<file path="src/rtl/fetch_sequencer.sv">
// Instruction-cycle sequencer and fetch stage for the 4004 core (8-phase counter, PC, opr/opa, immediate).
// Define SEQ_STEP_EN to add stepReq: the counter then halts at A1 and runs one instruction cycle per pulse.
module fetch_sequencer #(
    parameter int              PC_W     = 12,
    parameter logic [PC_W-1:0] RESET_PC = 12'h000
) (
    input  logic            clk,
    input  logic            rst,
    input  logic            run,
`ifdef SEQ_STEP_EN
    input  logic            stepReq,
`endif
    input  logic [7:0]      romData,
    input  logic            pcLoad,
    input  logic [PC_W-1:0] pcLoadAddr,
    output logic [PC_W-1:0] romAddr,
    output logic [2:0]      cycle,
    output logic            sync,
    output logic [3:0]      opr,
    output logic [3:0]      opa,
    output logic            secondWord,
    output logic [7:0]      immByte,
    output logic            instrDone
);

    typedef enum logic {
        FIRST  = 1'b0,
        SECOND = 1'b1
    } wordStateT;

    wordStateT       state;
    wordStateT       stateNext;
    logic [PC_W-1:0] pc;
    logic            twoWordLatched;
    logic            advance;
    logic            endOfCycle;

    // JCN, FIM, JUN, JMS and ISZ carry a second byte; SRC shares opr=2 but has opa[0]=1.
    function automatic logic isTwoWord(input logic [3:0] code, input logic [3:0] low);
        logic result;
        case (code)
            4'h1, 4'h4, 4'h5, 4'h7: result = 1'b1;
            4'h2:                   result = ~low[0];
            default:                result = 1'b0;
        endcase
        return result;
    endfunction

`ifdef SEQ_STEP_EN
    // Parked at A1 until a step pulse; any other phase always runs on to the next A1.
    assign advance = run && ((cycle != 3'd0) || stepReq);
`else
    assign advance = run;
`endif

    assign endOfCycle = advance && (cycle == 3'd7);
    assign romAddr    = pc;
    assign sync       = (cycle == 3'd7);
    assign secondWord = (state == SECOND);
    assign instrDone  = (cycle == 3'd7) && ((state == SECOND) || !twoWordLatched);

    always_ff @(posedge clk or posedge rst) begin
        if (rst) begin
            cycle <= 3'd0;
        end else if (advance) begin
            cycle <= cycle + 3'd1;
        end
    end

    always_ff @(posedge clk or posedge rst) begin
        if (rst) begin
            state <= FIRST;
        end else begin
            state <= stateNext;
        end
    end

    always_comb begin
        stateNext = state;
        if (endOfCycle) begin
            case (state)
                FIRST:   stateNext = twoWordLatched ? SECOND : FIRST;
                SECOND:  stateNext = FIRST;
                default: stateNext = FIRST;
            endcase
        end
    end

    // A jump is only honoured on the last word, so word 2 of a two-word op is always fetched.
    always_ff @(posedge clk or posedge rst) begin
        if (rst) begin
            pc <= RESET_PC;
        end else if (endOfCycle) begin
            if (instrDone && pcLoad) begin
                pc <= pcLoadAddr;
            end else begin
                pc <= pc + 1'b1;
            end
        end
    end

    always_ff @(posedge clk or posedge rst) begin
        if (rst) begin
            opr            <= 4'h0;
            opa            <= 4'h0;
            immByte        <= 8'h00;
            twoWordLatched <= 1'b0;
        end else if (advance) begin
            if (state == FIRST) begin
                if (cycle == 3'd3) begin
                    opr <= romData[7:4];
                end
                if (cycle == 3'd4) begin
                    opa            <= romData[3:0];
                    twoWordLatched <= isTwoWord(opr, romData[3:0]);
                end
            end else begin
                if (cycle == 3'd3) begin
                    immByte[7:4] <= romData[7:4];
                end
                if (cycle == 3'd4) begin
                    immByte[3:0] <= romData[3:0];
                end
            end
        end
    end

endmodule

</file>
<file path="config.mk">
export PLATFORM = sky130hd
export DESIGN_NAME = fetch_sequencer
export DESIGN_NICKNAME = d
export VERILOG_FILES = /design/src/rtl/fetch_sequencer.sv
export SDC_FILE = /design/constraint.sdc
export NUM_CORES = 1
export LEC_CHECK = 0
export ABC_AREA = 1
export CAP_MARGIN = 20
export CORE_UTILIZATION = 49
export DETAILED_ROUTE_END_ITERATION = 16
export HOLD_SLACK_MARGIN = 0.05
export PLACE_DENSITY = 0.92
export SYNTH_ARGS = -nofsm -noshare
export SYNTH_HDL_FRONTEND = slang
export SYNTH_SLANG_ARGS = --single-unit
</file>
<file path="constraint.sdc">
create_clock -name clk -period 3.4 [get_ports clk]
set_clock_uncertainty 0.1 [all_clocks]
set_input_delay 0.68 -clock clk [delete_from_list [all_inputs] [get_ports clk]]
set_output_delay 0.68 -clock clk [all_outputs]
set_load 0.02 [all_outputs]
</file>
Yosys cells after proc, flatten, opt, wreduce, memory -nomap -nowiden
Cells that the tools add are included.
Word-level totals
  register bits: 33
  output and inout bits: 34
  input bits: 24
  logic and storage cells: 34
Cells by class
  mux-type cells: 4
  eq/ne operators: 8
  add/subtract/negate cells: 2
  bitwise logic cells: 2
  reductions and logical operators: 10
Operator list (count)
  adder 12 x 1 -> 12 bit (second input constant): 1
  == test 4 x 3 -> 1 bit (second input constant): 3
  two-way mux 12 bit: 1
  AND reduction 3 bit: 4
  == test 3 bit (second input constant): 2
  == test 4 x 1 -> 1 bit (second input constant): 1
  == test 4 x 2 -> 1 bit (second input constant): 1
  case mux 1 bit (2 select lines): 2
  OR reduction 4 bit: 1
  adder 3 x 1 -> 3 bit (second input constant): 1
  == test 3 x 2 -> 1 bit (second input constant): 1
  logical AND 1 bit: 3
  NOT 1 bit: 2
  logical NOT 1 bit: 1
  logical OR 1 bit: 1
  two-way mux 1 bit: 1

Longest topological paths before layout
Gate-level depths: netlist of run 1.
  word-level depth: 5
  depth in mapped cells: 9

Worst setup path before layout of run 1
OpenSTA, ideal clock, no wires.
  kind: reg2out
  from: reg cycle[0]
  to: out instrDone
  path slack: 1.333 ns
  required time: 2.620 ns
  data arrival time: 1.287 ns
  stages on the path, launching flop included: 4
  path buffers: 0
  path through: dfrtp_1 -> ha_1 -> ha_1 -> and2_1
Between the ends
  word-level cells in the longest chain between the ends: 2
RTL lines
  from (decl): RTL line 17  | output logic [2:0] cycle,
  from (signal assigned): RTL line 66  | cycle <= cycle + 3'd1;
  == test 3 bit
  named net sync: RTL line 18  | output logic sync,
  logical AND 1 bit: RTL line 60  | assign instrDone = (cycle == 3'd7) && ((state == SECOND) || !twoWordLatched);
  to (decl): RTL line 23  | output logic instrDone
The timed path passes the listed nets, and every way through them passes these cells.

Worst setup path in the final report of run 1
  from: reg cycle[0]
  to: out instrDone
Between the ends
  word-level cells in the longest chain between the ends: 2
RTL lines (RTL line)
  == test 3 bit: 60
  logical AND 1 bit: 60
Every way passes these cells.

==> impl_summary.txt, run 1 <==
----------------------------------------------------
[Status]
  Run status ... completed

[Placement]
  DP HPWL ... 2990 um
  DP Cell Count ... 323
  Number of input and output port buffers inserted ... 57
  Final weighted congestion of routability-driven global placement ... 0.830

[Synthesis]
  Portion of synthesized cell area occupied by the leading cell type ... 47.9%
  Synthesized instance count ... 224
  Post-Synthesis Mean Instance Area ... 7.70 um^2
  FF+latch count, synth ... 33
  Synthesized Nets ... 253
  Area of the mapped netlist ... 0.00172 mm^2
  Post-synth top area cell ... sky130_fd_sc_hd__dfrtp_1
  Number of flops mapped to enable cells by yosys ... 0
  Post-synth top cells ... 69 x sky130_fd_sc_hd__nand2_1, 33 x sky130_fd_sc_hd__dfrtp_1, 29 x sky130_fd_sc_hd__inv_1, 21 x sky130_fd_sc_hd__o21ai_0
  Largest cells by area after synthesis ... sky130_fd_sc_hd__dfrtp_1 48%, sky130_fd_sc_hd__nand2_1 15%, sky130_fd_sc_hd__inv_1 6.3%
  Synthesis Warnings ... 0
  Flip-flop cell with the highest count after synthesis ... sky130_fd_sc_hd__dfrtp_1
  Async set-or-reset flop fraction in the synthesized netlist ... 100%
  Distinct cell type count after synthesis ... 25
  Leading cell type by number of instances after synthesis ... sky130_fd_sc_hd__nand2_1
  Sequential cell area fraction in the yosys report ... 47.9%

[Clocking]
  CTS Root Cell ... sky130_fd_sc_hd__clkbuf_4
  Hold buffer count at cts ... 0
  Clock tree buffer depth ... 2
  Clock transition at the registers of the reported paths ... 0.10 ns
  Number of instances resized during post-cts repair ... 0
  Setup bufs post-CTS ... 0
  Total number of H-tree levels ... 2
  Clock latency of the later-clocked register in the worst-skew pair ... 0.35 ns
  Cts bufs inserted ... 5
  Total number of clock tree sinks ... 33
  CTS tree ... done

[Global routing]
  Largest net degree at the start of global routing ... 24
  Number of antenna violations at the first check in global routing ... 0
  GRT Overall Usage ... 23.9%
  Vias in the first global route ... 1,462
  Overflow after GRT ... 0
  Wire length of the first global-routing pass ... 6470 um

[Drt]
  Iteration-0 DRC count of the detailed router ... 157
  Number of remaining DRC errors ... 0
  Wirelength per Cell ... 12.3 um
  Final routed wirelength across all metal layers ... 4070 um
  Number of nets with antenna violations after detailed routing ... 0
  Vias after detailed routing ... 1,671
  Initial DRT Pass Iterations ... 4
  Ratio of routed vias to standard cells ... 5.05

[Cells and area]
  Antenna diode instance count ... 0
  Layout cell share with drive strength beyond 1 ... 4.91%
  Layout-stage area growth over the synthesis result ... 38.3%
  # nets final ... 313
  Post-route non-filler standard cell count ... 331

[Die]
  Initial core utilization ... 51.3%
  Vertical die dimension ... 61.3 um
  Placement Rows ... 21
  Horizontal die dimension ... 61.3 um
  Full die area ... 0.00376 mm^2
  Core Area ... 0.00336 mm^2
  Total I/O pin count ... 58

[Setup path]
  Internal reg-to-reg setup slack ... 1.30 ns
  Setup Crit Path Kind ... flop to output pin
  Critical-path cell with the highest stage delay ... sky130_fd_sc_hd__clkdlybuf4s50_1
  Arrival time of data at the critical path endpoint ... 1.96 ns
  Worst path cell trace ... ha_1 > ha_1 > and2_1 > clkdlybuf4s50_1
  Element type at the critical path end ... output pin
  Delay of the slowest critical-path stage ... 0.53 ns
  Cell mode on critical path ... sky130_fd_sc_hd__ha_1
  Element type at the critical path start ... flop
  Max FO, Critical Path ... 4
  Critical Path RT ... 2.62 ns

[Timing]
  Number of failing hold endpoints at the final stage ... 0
  Unrepaired setup endpoints after global routing ... false
  Final Setup Violations ... 0
  Final period demand of the worst path ... 2.74 ns
  Fin. max-slew vios ... 0
  Timing-limited maximum frequency ... 365 MHz
  Transition time at the pin with the least slew margin ... 0.598 ns
  Sum Neg Setup Slack ... 0 ns
  Remaining max-slew budget at the tightest pin ... 60.1%
  Portion of the clock cycle consumed by the worst path in the final layout ... 80.6%

[Pwr]
  Peak ir drop on the vdd network ... 498 uV
  Power per cell area ... 804 mW/mm^2
  Leakage dissipation ... 1.16 nW

[Hold path]
  Hold Path Class ... flop to flop

[Job]
  Max-cap violations ... 0

----------------------------------------------------
worst max-delay path, delay by kind of cell (launching register included):
| family | cells | cell delay [ns] |
|---|---|---|
| flip-flops | 1 | 0.45 |
| AND/OR/NAND/NOR | 1 | 0.17 |
| buffers and inverters | 1 | 0.53 |
| adder cells (fa/ha/maj) | 2 | 0.47 |
placed cells by master (no fill, tap or decap), drive strengths merged:
cell type      instances
buf                    1
ha                     5
mux2                   1
clkdlybuf4s50         57
clkinv                 2
nand4                  1
nand3b                 3
nor3                   3
nor2                  14
o211ai                 1
o21ai                 25
dfrtp                 33
a31oi                  1
xor2                   1
a21oi                 14
nand3                 15
nand2                 70
clkbuf                 6
inv                   31
and2                   1
stage by stage:
step	hold WS, ns	utilization [%]	area [um^2]	setup slack, ns	power, W
after global routing	0.419	70.9	2380	0.598	0.00206
after global placement	0.370	69.4	2330	0.950	0.00167
after detailed placement	0.372	69.4	2330	0.881	0.00170
final	0.391	70.9	2380	0.661	0.00192
after CTS	0.396	70.9	2380	0.662	0.00192
after floorplan	0.439	-	1720	1.33	0.00124
final cells by class:
cell class | instances | area, um^2
Timing Repair Buffer | 58 | 578
Clock buffer | 6 | 41.3
Clock inverter | 2 | 10.0
Fill cell | 292 | 978
Inverter | 31 | 116
Tap cell | 46 | 57.6
Multi-Input combinational cell | 155 | 756
Sequential cell | 33 | 826
report_power, final:
| part | leakage [nW] | internal [W] | total (W) | switching, W |
|---|---|---|---|---|
| clock network | 0.0320 | 0.0000787 | 0.000217 | 0.000138 |
| logic | 0.715 | 0.000451 | 0.000970 | 0.000519 |
| registers | 0.414 | 0.000561 | 0.000730 | 0.000170 |
cell families after synthesis:
kind of cell    synth area share, %
compound gates                 12.1
xor+xnor                      0.508
fa+ha+maj                      3.63
buf+inv                        8.27
flops                          47.9
mux                           0.653
simple gates                   26.9
per-layer routing:
metal  up-vias  GRT usage (%)  routed length [um]
met4         0           11.0                  55
met3         8           5.67                 288
met1       778           29.9                1730
li1        831              -                   -
met2        54           39.4                2000
met5         -              0                   0
worst paths after layout:
path                           from          to  depth (start not counted)
setup reg to reg           cycle[0]  romAddr[5]                          8
hold reg to reg              opa[0]      opa[0]                          2
min in group asynchronous       rst      opa[1]                          2
setup / recovery           cycle[0]   instrDone                          4
max in group asynchronous       rst    cycle[2]                          3
hold / removal               opa[0]      opa[0]                          2
flip-flops by register name (all words and copies together) (netlist names):
| signal | flops |
|---|---|
| immByte | 8 |
| cycle | 3 |
| secondWord | 1 |
| romAddr | 12 |
| opa | 4 |
| twoWordLatched | 1 |
| opr | 4 |
(Power assumes the default switching activity.)
==> inputs of run 2 (changes only) <==
Settings changed: CORE_UTILIZATION 49 to 45, PLACE_DENSITY 0.92 to 0.86.
Clock period 3.4 ns to 2.6 ns, I/O delays scaled along.
==> run 2 against run 1 <==
Hold slack worse by 0.020 ns. First-iteration DRC count down 23%. Clock power up 73%. Critical path depth unchanged. Sequential power up 30%. Count of clock-buffer cells in the layout down 1. Sequential share of layout area down 0.85 points. Global-route usage down 2.8 points. Critical path type unchanged.
==> impl_summary.txt, run 2 (synthesis gave the netlist of run 1 again) <==
----------------------------------------------------
[Pwr]
  Cell-internal power ... 0.00152 W (+39%)
  Clock network fraction of total power ... 14.5% (+3.2 points)
  Net load switching power ... 0.00107 W (+29%)
  Proportion of power drawn by combinational gates ... 48.7% (-1.9 points)
  Relative contribution of sequential cells to total power ... 36.8% (-1.3 points)
  Net switching share of the total power ... 41.3% (-1.8 points)
  Peak ir drop on the vdd network ... 669 uV (+34%)
  Power per cell area ... 1060 mW/mm^2 (+31%)
  Overall power of the completed layout ... 0.00258 W (+35%)
  Leakage dissipation ... 1.19 nW (+2.2%)

[Placement]
  Number of input and output port buffers inserted ... 57 (unchanged)
  Pre-CTS setup slack ... 0.387 ns (-0.494 ns)
  Total placed instance area ... 0.00236 mm^2 (+1.1%)
  DP HPWL ... 2950 um (-1.1%)
  Final weighted congestion of routability-driven global placement ... 0.899 (+8.4%)

[Drt]
  Number of remaining DRC errors ... 0 (unchanged)
  Ratio of routed vias to standard cells ... 4.83 (-4.4%)
  Number of nets with antenna violations after detailed routing ... 0 (unchanged)
  Vias after detailed routing ... 1,622 (-2.9%)
  Final routed wirelength across all metal layers ... 3920 um (-3.9%)
  Wirelength per Cell ... 11.7 um (-5.3%)
  Iteration-0 DRC count of the detailed router ... 121 (-23%)
  Initial DRT Pass Iterations ... 4 (unchanged)

[Timing]
  Worst hold slack across all endpoints ... 0.371 ns (-0.0201 ns)
  Number of failing hold endpoints at the final stage ... 0 (unchanged)
  Portion of the clock cycle consumed by the worst path in the final layout ... 96.4%
  Timing-limited maximum frequency ... 399 MHz
  Remaining max-slew budget at the tightest pin ... 73.5% (+13 points)
  Unrepaired setup endpoints after global routing ... false
  Sum Neg Setup Slack ... 0 ns (unchanged)
  Transition time at the pin with the least slew margin ... 0.398 ns (-0.200 ns)
  Minimum setup slack in the final design ... 0.0939 ns (-0.567 ns)
  Fin. max-slew vios ... 0 (unchanged)
  Final period demand of the worst path ... 2.51 ns
  Final Setup Violations ... 0 (unchanged)

[Clocking]
  Total number of clock tree sinks ... 33 (unchanged)
  Cts bufs inserted ... 5 (unchanged)
  Total number of H-tree levels ... 2 (unchanged)
  Clock transition at the registers of the reported paths ... 0.07 ns (-0.03 ns)
  Setup bufs post-CTS ... 0 (unchanged)
  Clock tree buffer depth ... 2 (unchanged)
  CTS Root Cell ... sky130_fd_sc_hd__clkbuf_8
  Number of instances resized during post-cts repair ... 0 (unchanged)
  Clock latency of the later-clocked register in the worst-skew pair ... 0.28 ns (-0.07 ns)
  CTS tree ... done
  Hold buffer count at cts ... 0 (unchanged)

[Job]
  Max-cap violations ... 0 (unchanged)

[Setup path]
  Element type at the critical path end ... output pin
  Setup Crit Path Kind ... flop to output pin
  Cell mode on critical path ... sky130_fd_sc_hd__ha_1
  Max FO, Critical Path ... 4 (unchanged)
  Critical Path RT ... 1.98 ns (-0.64 ns)
  Arrival time of data at the critical path endpoint ... 1.89 ns (-0.07 ns)
  Element type at the critical path start ... flop
  Worst path cell trace ... ha_1 > ha_1 > and2_1 > clkdlybuf4s50_1
  Critical-path cell with the highest stage delay ... sky130_fd_sc_hd__clkdlybuf4s50_1
  Worst path top cell family by delay ... buffers and inverters
  Delay of the slowest critical-path stage ... 0.55 ns (+0.02 ns)
  Sum of buffers and inverters on the critical path ... 1 (unchanged)

[Die]
  Full die area ... 0.00408 mm^2 (+8.6%)
  Horizontal die dimension ... 63.9 um (+4.2%)
  Core Area ... 0.00366 mm^2 (+8.9%)
  Vertical die dimension ... 63.9 um (+4.2%)
  Initial core utilization ... 47.1% (-4.2 points)
  Total I/O pin count ... 58 (unchanged)
  Placement Rows ... 22 (+4.8%)

[Cells and area]
  Flip-flop count of the largest register, all copies and words added ... 12 (unchanged)
  Layout cell share with drive strength beyond 1 ... 6.25% (+1.3 points)
  Final design area excluding fillers ... 0.00244 mm^2 (+2.5%)
  Most frequent standard cell in the layout excluding fill and tap cells ... sky130_fd_sc_hd__nand2_1
  Layout-stage area growth over the synthesis result ... 41.8%
  Antenna diode instance count ... 0 (unchanged)
  Leading cell types in the layout, fill and taps excluded ... 69 x sky130_fd_sc_hd__nand2_1, 57 x sky130_fd_sc_hd__clkdlybuf4s50_1, 33 x sky130_fd_sc_hd__dfrtp_1, 29 x sky130_fd_sc_hd__inv_1, 21 x sky130_fd_sc_hd__o21ai_0
  # nets final ... 316 (+0.96%)

[Status]
  Run status ... completed

[Hold path]
  Hold Path Class ... flop to flop

[Global routing]
  Wire length of the first global-routing pass ... 6660 um (+3.0%)
  Vias in the first global route ... 1,559 (+6.6%)
  Number of antenna violations at the first check in global routing ... 0 (unchanged)
  Largest net degree at the start of global routing ... 18 (-25%)
  Overflow after GRT ... 0 (unchanged)
  GRT Overall Usage ... 21.2% (-2.8 points)

----------------------------------------------------
[run 2: area by class of cell]
type	instances	area, um^2
timing repair buffer	61	601
tap	48	60.1
inverter	31	116
clock inverter	3	17.5
clock buffer	5	68.8
sequential	33	826
fill	308	1220
multi-input combinational	155	756
[run 2: worst reg2reg max path, delay by kind of cell, from the launching register on]
| kind | cells | cell delay (ns) |
|---|---|---|
| adder cells (fa/ha/maj) | 2 | 0.48 |
| buffers and inverters | 1 | 0.23 |
| AND/OR/NAND/NOR | 2 | 0.27 |
| flip-flops | 1 | 0.41 |
| AO/OA/AOI/OAI | 2 | 0.21 |
[run 2: layer usage]
| layer | wire, um | global-route usage, % |
|---|---|---|
| met3 | 251 | 6.43 |
| met5 | 0 | 0 |
| met4 | 40 | 5.40 |
| met1 | 1670 | 24.6 |
| met2 | 1960 | 37.6 |
[run 2: per-stage QoR]
step	cells	utilization [%]
finish	336	66.8
global route	336	66.8
CTS	336	66.8
detailed placement	328	64.4
global placement	328	64.4
floorplan	224	-
[run 2: path summary, 6_finish.rpt]
check	to	start	cells past startpoint	slack, ns
hold / removal	opa[3]	opa[3]	2	0.37
min in group asynchronous	romAddr[2]	rst	2	0.40
hold reg to reg	opa[3]	opa[3]	2	0.37
setup reg to reg	romAddr[2]	cycle[0]	7	0.78
setup / recovery	instrDone	cycle[0]	4	0.09
max in group asynchronous	immByte[5]	rst	3	1.47
[run 2: power by group through the flow]
stage	combinational [W]	clock (W)	sequential, W
floorplan	0.000431	0	0.00119
global placement	0.00124	0	0.000950
detailed placement	0.00127	0	0.000954
CTS	0.00127	0.000386	0.000950
global route	0.00138	0.000412	0.000988
finish	0.00126	0.000375	0.000950
